File: config.mk
export PLATFORM = sky130hd
export DESIGN_NAME = idu_fetch_rx
export DESIGN_NICKNAME = d
export VERILOG_FILES = /design/src/rtl/idu_fetch_rx.sv
export SDC_FILE = /design/constraint.sdc
export NUM_CORES = 1
export LEC_CHECK = 0
export ABC_AREA = 1
export CAP_MARGIN = 20
export CORE_MARGIN = 2
export CORE_UTILIZATION = 54
export DETAILED_ROUTE_END_ITERATION = 8
export DONT_BUFFER_PORTS = 1
export PLACE_DENSITY = 0.69
export SLEW_MARGIN = 20
export SYNTH_ARGS = -nofsm -noshare
export SYNTH_HDL_FRONTEND = slang
export SYNTH_SLANG_ARGS = --single-unit
File: constraint.sdc
create_clock -name clk -period 2.7 [get_ports clk]
set_input_delay 0.54 -clock clk [delete_from_list [all_inputs] [get_ports clk]]
set_output_delay 0.54 -clock clk [all_outputs]
set_load 0.02 [all_outputs]
File: src/rtl/idu_fetch_rx.sv
// IFU->IDU fetch receiver: DEPTH-entry packet buffer with combinational RV32I field decode of the head entry.
// Define IDU_PERF_CNT_EN to add the perf_accept / perf_ifu_stall / perf_exu_stall counter ports.
module idu_fetch_rx #(
    parameter int unsigned WIDTH = 32,
    parameter int unsigned DEPTH = 2
) (
    input  logic               clk,
    input  logic               rst,
    input  logic               ifu_valid,
    input  logic [2*WIDTH-1:0] ifu_data,
    output logic               idu_ready,
    input  logic               flush,
    output logic               exu_valid,
    input  logic               exu_ready,
    output logic [WIDTH-1:0]   exu_pc,
    output logic [WIDTH-1:0]   exu_inst,
    output logic [2:0]         exu_type,
    output logic [4:0]         exu_rd,
    output logic [4:0]         exu_rs1,
    output logic [4:0]         exu_rs2,
    output logic [WIDTH-1:0]   exu_imm
`ifdef IDU_PERF_CNT_EN
    ,
    output logic [31:0]        perf_accept,
    output logic [31:0]        perf_ifu_stall,
    output logic [31:0]        perf_exu_stall
`endif
);

    localparam int unsigned PW = (DEPTH > 1) ? $clog2(DEPTH) : 1;
    localparam int unsigned CW = $clog2(DEPTH + 1);

    localparam logic [2:0] T_R   = 3'd0;
    localparam logic [2:0] T_I   = 3'd1;
    localparam logic [2:0] T_S   = 3'd2;
    localparam logic [2:0] T_B   = 3'd3;
    localparam logic [2:0] T_U   = 3'd4;
    localparam logic [2:0] T_J   = 3'd5;
    localparam logic [2:0] T_ILL = 3'd7;

    logic [2*WIDTH-1:0] mem [DEPTH];
    logic [PW-1:0]      wr_ptr;
    logic [PW-1:0]      rd_ptr;
    logic [CW-1:0]      count;
    logic               push;
    logic               pop;
    logic [WIDTH-1:0]   inst;

    // Handshake flags depend only on the registered count.
    assign idu_ready = (count != CW'(DEPTH));
    assign exu_valid = (count != CW'(0));
    assign push      = ifu_valid & idu_ready & ~flush;
    assign pop       = exu_valid & exu_ready & ~flush;

    always_ff @(posedge clk or negedge rst) begin
        if (!rst) begin
            wr_ptr <= '0;
            rd_ptr <= '0;
            count  <= '0;
            for (int i = 0; i < int'(DEPTH); i++) begin
                mem[i] <= '0;
            end
        end else if (flush) begin
            wr_ptr <= '0;
            rd_ptr <= '0;
            count  <= '0;
        end else begin
            if (push) begin
                mem[wr_ptr] <= ifu_data;
                wr_ptr      <= wr_ptr + PW'(1);
            end
            if (pop) begin
                rd_ptr <= rd_ptr + PW'(1);
            end
            case ({push, pop})
                2'b10:   count <= count + CW'(1);
                2'b01:   count <= count - CW'(1);
                default: count <= count;
            endcase
        end
    end

    assign inst     = mem[rd_ptr][2*WIDTH-1:WIDTH];
    assign exu_inst = inst;
    assign exu_pc   = mem[rd_ptr][WIDTH-1:0];
    assign exu_rd   = inst[11:7];
    assign exu_rs1  = inst[19:15];
    assign exu_rs2  = inst[24:20];

    // Format classification and sign-extended immediate of the head entry.
    always_comb begin
        exu_type = T_ILL;
        exu_imm  = '0;
        case (inst[6:0])
            7'b0110011: exu_type = T_R;
            7'b0010011, 7'b0000011, 7'b1100111, 7'b1110011: begin
                exu_type = T_I;
                exu_imm  = {{(WIDTH-12){inst[31]}}, inst[31:20]};
            end
            7'b0100011: begin
                exu_type = T_S;
                exu_imm  = {{(WIDTH-12){inst[31]}}, inst[31:25], inst[11:7]};
            end
            7'b1100011: begin
                exu_type = T_B;
                exu_imm  = {{(WIDTH-13){inst[31]}}, inst[31], inst[7], inst[30:25], inst[11:8], 1'b0};
            end
            7'b0110111, 7'b0010111: begin
                exu_type = T_U;
                exu_imm  = {{(WIDTH-32){inst[31]}}, inst[31:12], 12'b0};
            end
            7'b1101111: begin
                exu_type = T_J;
                exu_imm  = {{(WIDTH-21){inst[31]}}, inst[31], inst[19:12], inst[20], inst[30:21], 1'b0};
            end
            default: begin
                exu_type = T_ILL;
                exu_imm  = '0;
            end
        endcase
    end

`ifdef IDU_PERF_CNT_EN
    always_ff @(posedge clk or negedge rst) begin
        if (!rst) begin
            perf_accept    <= '0;
            perf_ifu_stall <= '0;
            perf_exu_stall <= '0;
        end else begin
            if (push) begin
                perf_accept <= perf_accept + 32'd1;
            end
            if (ifu_valid && !idu_ready) begin
                perf_ifu_stall <= perf_ifu_stall + 32'd1;
            end
            if (exu_valid && !exu_ready) begin
                perf_exu_stall <= perf_exu_stall + 32'd1;
            end
        end
    end
`endif

endmodule

Word-level counts from Yosys, hierarchy flattened
Index checks and enable logic that the tools add are counted.
{ "word_totals": {"reg_bits": 132, "out_inout_bits": 116} }
{ "op_classes": {"n_addsub": 4, "magnitude_cmp": 3, "eq_ne": 13, "muxes": 14, "bitwise": 7, "reduce_logical": 8} }
{ "ops": {"columns": ["op", "count"], "rows": [
  ["2-to-1 mux 64 bit", 4],
  ["case mux 32 bit (5 select lines)", 1],
  ["bitwise mux 128 bit", 1],
  ["demux 64 bit (select 1 bit)", 1],
  ["== test 7 bit (second input constant)", 4],
  ["== test 7 x 6 -> 1 bit (second input constant)", 3],
  ["case mux 3 bit (6 select lines)", 1],
  ["== test 7 x 5 -> 1 bit (second input constant)", 2],
  ["== test 7 x 2 -> 1 bit (second input constant)", 1],
  ["nonzero test 2 bit", 3],
  ["AND 1 bit", 4],
  ["greater-or-equal comparator 2 bit (second input constant)", 2],
  ["2-to-1 mux 1 bit", 4],
  ["inverter 1 -> 2 bit", 2],
  ["case mux 2 bit (2 select lines)", 1],
  ["OR reduction 4 bit", 1],
  ["nonzero test 3 bit", 1],
  ["adder 1 bit (second input constant)", 2],
  ["adder 2 x 1 -> 2 bit (second input constant)", 1],
  ["== test 2 x 1 -> 1 bit (second input constant)", 1],
  ["== test 2 bit (second input constant)", 1],
  ["less-than comparator 2 x 1 -> 1 bit (second input constant)", 1],
  ["2-to-1 mux 2 bit", 1],
  ["inequality test 2 bit (second input constant)", 1],
  ["other kinds (5)", 5]
]} }

Longest topological paths before layout
{ "logic_depth": {"word_depth": 7, "mapped_depth": 11} }

Worst setup path after synthesis
Ideal clock, no wire load.
{ "synth_path": {"kind": "register to output", "startpoint": "register rd_ptr", "endpoint": "output exu_imm[6]", "arrival_time_ns": 1.847, "required_ns": 2.160, "path_slack_ns": 0.313, "stages_incl_launch_ff": 7, "path_cell_list": "dfrtp_1 -> buf_6 -> buf_4 -> buf_2 -> o21ai_0 -> inv_1 -> nor2_1"} }
{ "synth_lines": {"columns": ["element", "line_no", "rtl"], "rows": [
  ["from (decl)", "43", "logic [PW-1:0] rd_ptr;"],
  ["from (signal assigned)", "73", "rd_ptr <= rd_ptr + PW'(1);"],
  ["inverter 1 -> 2 bit (not written as such)", "83", "assign inst = mem[rd_ptr][2*WIDTH-1:WIDTH];"],
  ["2-to-1 mux 64 bit (3 in series)", null, null],
  ["net exu_inst[26]", "16", "output logic [WIDTH-1:0] exu_inst,"],
  ["case mux 32 bit (5 select lines)", "94", "case (inst[6:0])"],
  ["to (decl)", "21", "output logic [WIDTH-1:0] exu_imm"]
]} }
The timed path passes the listed nets, and every way through them passes these cells. The select of a mux whose other input is x is not followed.

Final worst setup path
{ "layout_path": {"startpoint": "register rd_ptr", "endpoint": "output exu_imm[21]"} }
{ "layout_via": {"elab_chain_len": 7} }
{ "layout_rtl": {"columns": ["element", "line_no"], "rows": [
  ["inverter 1 -> 2 bit (not written as such) *", "83"],
  ["2-to-1 mux 64 bit * (3 in series)", null],
  ["net exu_inst[5]", "16"],
  ["== test 7 x 5 -> 1 bit, or another cell as far along", "94"],
  ["OR reduction 4 bit or OR reduction 2 bit (tied branches)", "94"],
  ["case mux 32 bit (5 select lines) *", "94"]
]} }
The timed path passes the listed nets; every way through them passes the cells marked *. The select of a mux whose other input is x is not followed.

==> flow_metrics.py <==
metrics = {
    "clock_tree": {
        "h-tree-depth": 4,
        "clkTransAtPathRegs_ns": 0.06,
        "clockRootBuffer": "clkbuf_16",
        "tritoncts": "built",
        "clk_latency_ns": 0.40,
        "cts_sinks": 132,
        "cts_max_path_buffers": 2,
        "cts_buffers": 17,
    },
    "sta": {
        "clock_skew_ns": 0.00618,
        "fmax_mhz": 383,
        "finalHoldViolCount": 132,
        "period_share": 0.967,
        "slew_violations": 0,
        "period_minus_slack_ns": 2.61,
        "finalSetupTns_ns": 0,
        "worst_pin_slew_ns": 0.804,
        "whs_ns": -0.170,
        "slew-limit-headroom": 0.464,
        "grt_setup_unrepaired": "true",
        "setup_violations": 0,
    },
    "routing": {
        "ant_nets": 0,
        "drt_wl_total_um": 15700,
        "firstDrtPassIters": 5,
        "wl_per_cell_um": 15.0,
        "drtIter0Drc": 319,
        "via_count": 5357,
        "remaining_drc_errors": 0,
        "via_per_inst": 5.14,
    },
    "setup_path": {
        "rr_startpoint": "count[0]",
        "critical-path-slowest-cell": "dfrtp_2",
        "crit_path_start_kind": "register",
        "regToRegSetupSlack_ns": 0.59,
        "cp.required_ns": 2.16,
        "worstPathArrival_ns": 2.07,
        "rr_worst_depth": 7,
        "crit_type": "register to output pin",
        "cp_max_fo": 11,
        "cp_num_buf_inv": 1,
        "endpoint_kind": "output pin",
        "cp_common_cell": "nand2_4",
        "path_delay_family": "simple AND/OR/NAND/NOR gates",
        "worstPathCellList": "clkinv_4 > nand2_1 > nand2_4 > nand2_4 > nor2_4 > nand2_2 > nand2_2 > nand2_4 > nand3_2",
        "worstReg2RegEnd": "mem[94]",
        "critPathMaxStageDelay_ns": 0.48,
    },
    "yosys": {
        "synth_nets": 940,
        "ys_types": 22,
        "synth_edf_count": 0,
        "synthCells": 871,
        "synth_common_cells": "nand2_1 (366), o21ai_0 (139), dfrtp_1 (132)",
        "ys_seq_area_frac": 0.500,
        "ys_warn_count": 0,
        "syn_avg_cell_area_sq_um": 7.58,
        "yosysTopAreaCell": "dfrtp_1",
        "netlist.area_leader.share": 0.500,
        "synth_ff_type": "dfrtp_1",
        "ys_seq_elements": 132,
        "synth.most_common_cell": "nand2_1",
        "synth_area_leaders": "dfrtp_1 (50%), nand2_1 (21%), o21ai_0 (11%), inv_1 (5.3%), nand3_2 (3.0%)",
        "synth_area_sq_um": 6610,
        "async_flop_share": 1.00,
    },
    "final_layout": {
        "finalNetCount": 952,
        "insertedDiodeCount": 0,
        "final_layout_size_suffix_gt1_frac": 0.154,
        "area_growth_pct": 14.0,
    },
    "grt": {
        "overflow": 0,
        "grt_max_degree": 133,
        "grtUsageTotal": 0.240,
        "grt_pass1_vias": 5044,
        "grt_pass1_wl_um": 24800,
        "antenna_found_initial": 0,
    },
    "floorplan": {
        "pin_count": 185,
        "die_x_um": 115,
        "coreArea_sq_um": 12000,
        "rows": 40,
        "die_h_um": 115,
        "dieArea_sq_um": 13100,
        "initial_core_util": 0.552,
    },
    "pwr": {
        "power_density_nw_per_um2": 1250,
        "ir_drop_mv": 0.623,
        "leakage_nw": 4.21,
    },
    "placement": {
        "dpl.hpwl_um": 10400,
        "io_buffers": 0,
        "place_congestion": 0.912,
    },
    "outcome": {
        "status": "complete, but fails checks",
        "violations": "hold timing",
    },
    "min_path": {
        "hold_class": "input pin to asynchronous set/reset pin",
    },
    "job": {
        "drv_cap": 0,
    },
}
power breakdown:
part	internal [mW]	switching, mW
Combinational	1.20	2.84
Sequential	2.84	0.483
Clock	1.26	0.791
final cells by class:
type / instances / area (sq um)
fillers: 1059 / 4430
flip-flops and latches: 132 / 3300
multi-input cells: 583 / 2710
clock buffers: 22 / 444
repair buffers: 53 / 435
inverters: 95 / 362
well taps: 147 / 184
clock inverters: 10 / 85.1
repair inverters: 1 / 5.00
worst max path at each step:
stage | start | endpoint | slack, ns | cells past startpoint
6_report | rd_ptr | exu_imm[21] | 0.09 | 9
5_1_grt | rd_ptr | exu_imm[9] | -0.05 | 10
4_1_cts | rd_ptr | exu_imm[10] | -0.05 | 10
3_5_place_dp | rd_ptr | exu_imm[11] | 0.14 | 9
3_3_place_gp | rd_ptr | exu_imm[11] | 0.23 | 9
2_1_floorplan | rd_ptr | exu_imm[6] | 0.31 | 6
sequential cells by signal, summed over array words and instances, names as in the netlist:
name and flops:
mem 128, wr_ptr 1, rd_ptr 1, count 2
per-stage QoR:
step	instances	setup WS [ns]	area (sq um)	utilization	power (mW)
after floorplan	871	0.313	6610	-	6.31
after global placement	1006	0.226	6840	0.572	7.10
after detailed placement	1006	0.135	6840	0.572	7.23
after CTS	1038	-0.0511	7400	0.618	9.32
after global routing	1043	-0.0524	7530	0.629	10.1
final	1043	0.0884	7530	0.629	9.41
cell usage in the layout, fill, tap and decap left out:
cell / instances
nand2_8: 1
xor2_1: 2
nand2_2: 15
nor2_2: 2
dfrtp_2: 1
nand3b_4: 1
buf_4: 49
nor2_4: 3
nand3_4: 3
clkinv_2: 6
nand3_2: 20
clkbuf_1: 5
nand3_1: 9
nand2_1: 362
clkbuf_16: 18
buf_6: 2
dfrtp_1: 131
a21oi_1: 1
o21ai_0: 138
o21a_1: 1
inv_1: 91
clkinvlp_4: 4
nor2_1: 16
nand2_4: 7
o21bai_1: 1
clkinv_4: 1
buf_12: 1
inv_2: 3
bufinv_16: 1
o21ai_1: 1
timing repair:
item	4_1_cts	5_1_grt
pin swaps	0	5
endpoints found under the setup margin	32	35
resized for setup	6	21
buffers inserted	0	3
cloned	0	2
hold endpoints to repair	132	132
worst register-to-register path: stages (launching register included):
cell and delay, ns:
dfrtp_1 0.39, inv_1 0.10, nand2_1 0.18, nand2_1 0.20, inv_1 0.13, nand3_4 0.08
buf_4 0.64, o21ai_0 0.23
layer usage:
layer / global-route usage / part of all wire / up-vias
met3: 0.0799 / 0.086 / 29
met4: 0.0837 / 0.021 / 0
met2: 0.385 / 0.48 / 216
li1: - / - / 2686
met1: 0.305 / 0.41 / 2426
met5: 0 / 0 / -
cell families after synthesis:
family | after synthesis | share of synthesized area
DFF | 132 | 0.500
xor gates and xnor gates | 2 | 0.00265
AOI/OAI and AO/OA | 142 | 0.108
and+or+nand+nor | 439 | 0.284
buffers and inverters | 156 | 0.105
(Power assumes the default switching activity.)
==> variant: new RTL, same settings <==
Build with the macro `IDU_PERF_CNT_EN` defined.
--- a/src/rtl/idu_fetch_rx.sv
+++ b/src/rtl/idu_fetch_rx.sv
@@ -1,5 +1,7 @@
 // IFU->IDU fetch receiver: DEPTH-entry packet buffer with combinational RV32I field decode of the head entry.
 // Define IDU_PERF_CNT_EN to add the perf_accept / perf_ifu_stall / perf_exu_stall counter ports.
+`define IDU_PERF_CNT_EN
+
 module idu_fetch_rx #(
     parameter int unsigned WIDTH = 32,
     parameter int unsigned DEPTH = 2
Behaviour (old outputs only; new: perf_accept, perf_exu_stall and perf_ifu_stall): no difference found for any inputs over 4 cycles, from zero or initial values and one cycle with rst low; that may be too few to reach the edited logic, so the function may still have changed.
==> variant against the unedited design <==
- the flow finishes with violations (negative hold slack, negative setup slack)
- routed wire length grew 100%
- setup slack worse by 0.19 ns
- power is 44% higher
- sequential cell count increased by 96
- register-to-register slack gained 0.05 ns
- sequential share of layout area down 3.8 points
- count of clock-buffer cells in the layout increased by 12
- final area up 89%
- synthesized area grew 84%
- global-route usage rose by 1.4 points
- critical path type unchanged
- largest power group is now registers
==> variant: results (changes against the unedited design) <==
drt:
  post_drt_wl_per_cell_um: 15.66  # was 15.01 um
  avgViaCountPerCell: 5.232  # was 5.136
  vias: 10454  # was 5,357
  drtIter0Drc: 758  # was 319
setup_path:
  ff2ff_setup_slack_ns: 0.64  # was 0.59 ns
  r2r_end: "perf_accept[10]"  # was mem[94]
  rr_startpoint: "perf_accept[0]"  # was count[0]
  worst-path-max-fanout: 6  # was 11
  cp_slowest_stage_delay_ns: 0.38  # was 0.48 ns
  cp_data_arrival_time_ns: 2.27  # was 2.07 ns
  reg2reg_depth: 8  # was 7
  cp-endpoint: "exu_imm[7]"  # was exu_imm[21]
  critPathLaunch: "rd_ptr"  # unchanged
placement:
  globalplace.congestion: 0.9117  # was 0.9120
  portBuffers: 0  # unchanged
  dp_cells: 1930  # was 1,006
  place_hpwl_um: 21040  # was 10,410 um
  pre_cts_slack_ns: 0.2441  # was 0.1353 ns
synthesis:
  syn_area_per_cell_sq_um: 7.278  # was 7.585 sq um
  synth.distinct_cells: 31  # was 22
  synthXorXnorAreaFrac_pct: 4.115  # was 0.2652%
  ys_seq_area_share_pct: 47.02  # was 50.00%
  synth_nets: 1739  # was 940
  synthAdderAreaFrac_pct: 0.3094  # was 0%
  ys_top_cells_by_area: "dfrtp_1 (47%), nand2_1 (22%), o21ai_0 (5.3%)"  # was dfrtp_1 (50%), nand2_1 (21%), o21ai_0 (11%)
  synth_compound_area_share_pct: 6.043  # was 10.83%
  synthTopCellsByCount: "nand2_1 (712), dfrtp_1 (228), nor2_1 (159)"  # was nand2_1 (366), o21ai_0 (139), dfrtp_1 (132)
power:
  pg_clk_mw: 3.72  # was 2.05 mW
  p_leak_nw: 7.271  # was 4.215 nW
  power_leader: "registers"  # was combinational cells
  peakVddDrop_mv: 0.4799  # was 0.6233 mV
  power.internal_mw: 8.196  # was 5.293 mW
  seq_power_mw: 5.19  # was 3.32 mW
clock_network:
  cts_root_buf: "clkbuf_16"  # unchanged
  cts_resized: 32  # was 6
  post_cts_buffers: 1  # was 0
  htreeDepth: 1  # was 4
  clockBufferDepth: 3  # was 2
  clk_latency_ns: 0.53  # was 0.40 ns
final_layout:
  nFillCells: 1936  # was 1,059
  finalNetCount: 1770  # was 952
  drive_gt1_share_pct: 13.15  # was 15.40%
sta:
  setup_ws_ns: -0.1052  # was 0.08841 ns
  hold_slack_ns: -0.2930  # was -0.1698 ns
  hold_viol_final: 228  # was 132
  worst_pin_slew_ns: 0.6508  # was 0.8037 ns
  final.setup.tns_ns: -1.009  # was 0 ns
  skew_ns: 0.01154  # was 0.006179 ns
  finalSetupViolations: 23  # was 0
global_routing:
  grt_pass1_vias: 9797  # was 5,044
  antenna_found_initial: 1  # was 0
  use_met1_pct: 33.78  # was 30.53%
  grt_pass1_wl_um: 49730  # was 24,810 um
  grt_max_degree: 229  # was 133
  grt_use_met2_pct: 41.44  # was 38.46%
  grt_usage_pct: 25.37  # was 23.96%
  grt_util_met3_pct: 6.708  # was 7.994%
run_status:
  status: "complete, but fails checks"  # unchanged
  violations: "negative hold slack, negative setup slack"  # was negative hold slack
==> variant: kinds of logic after synthesis <==
group                      count (synthesis)
and+or+nand+nor                         1013
DFF                                      228
buffers and inverters                    221
AOI/OAI and AO/OA                        145
xor gates and xnor gates                  57
adders and majority gates                  3
==> variant: area by class of cell <==
type | instances | area, sq um | area share (%)
clock buffers | 34 | 730.7 | 5.139
clock inverters | 14 | 197.7 | 1.390
inverters | 153 | 601.8 | 4.233
multi-input cells | 1220 | 5952 | 41.86
flip-flops and latches | 228 | 5707 | 40.14
well taps | 280 | 350.3 | 2.464
repair buffers | 68 | 671.9 | 4.726
repair inverters | 1 | 6.256 | 0.04400
==> variant: metal layers <==
layer	part of all wire (%)	wire length [um]
met2	47	14620
met5	0.042	13
met4	2.4	765
met3	7.6	2389
met1	43	13500
==> variant: worst reg2reg max path, delay by kind of cell (launching register included) <==
family,cells,cell delay [ns]
and+or+nand+nor,4,0.79
DFF,1,0.58
adders and majority gates,1,0.24
buffers and inverters,2,0.20
xor gates and xnor gates,1,0.15
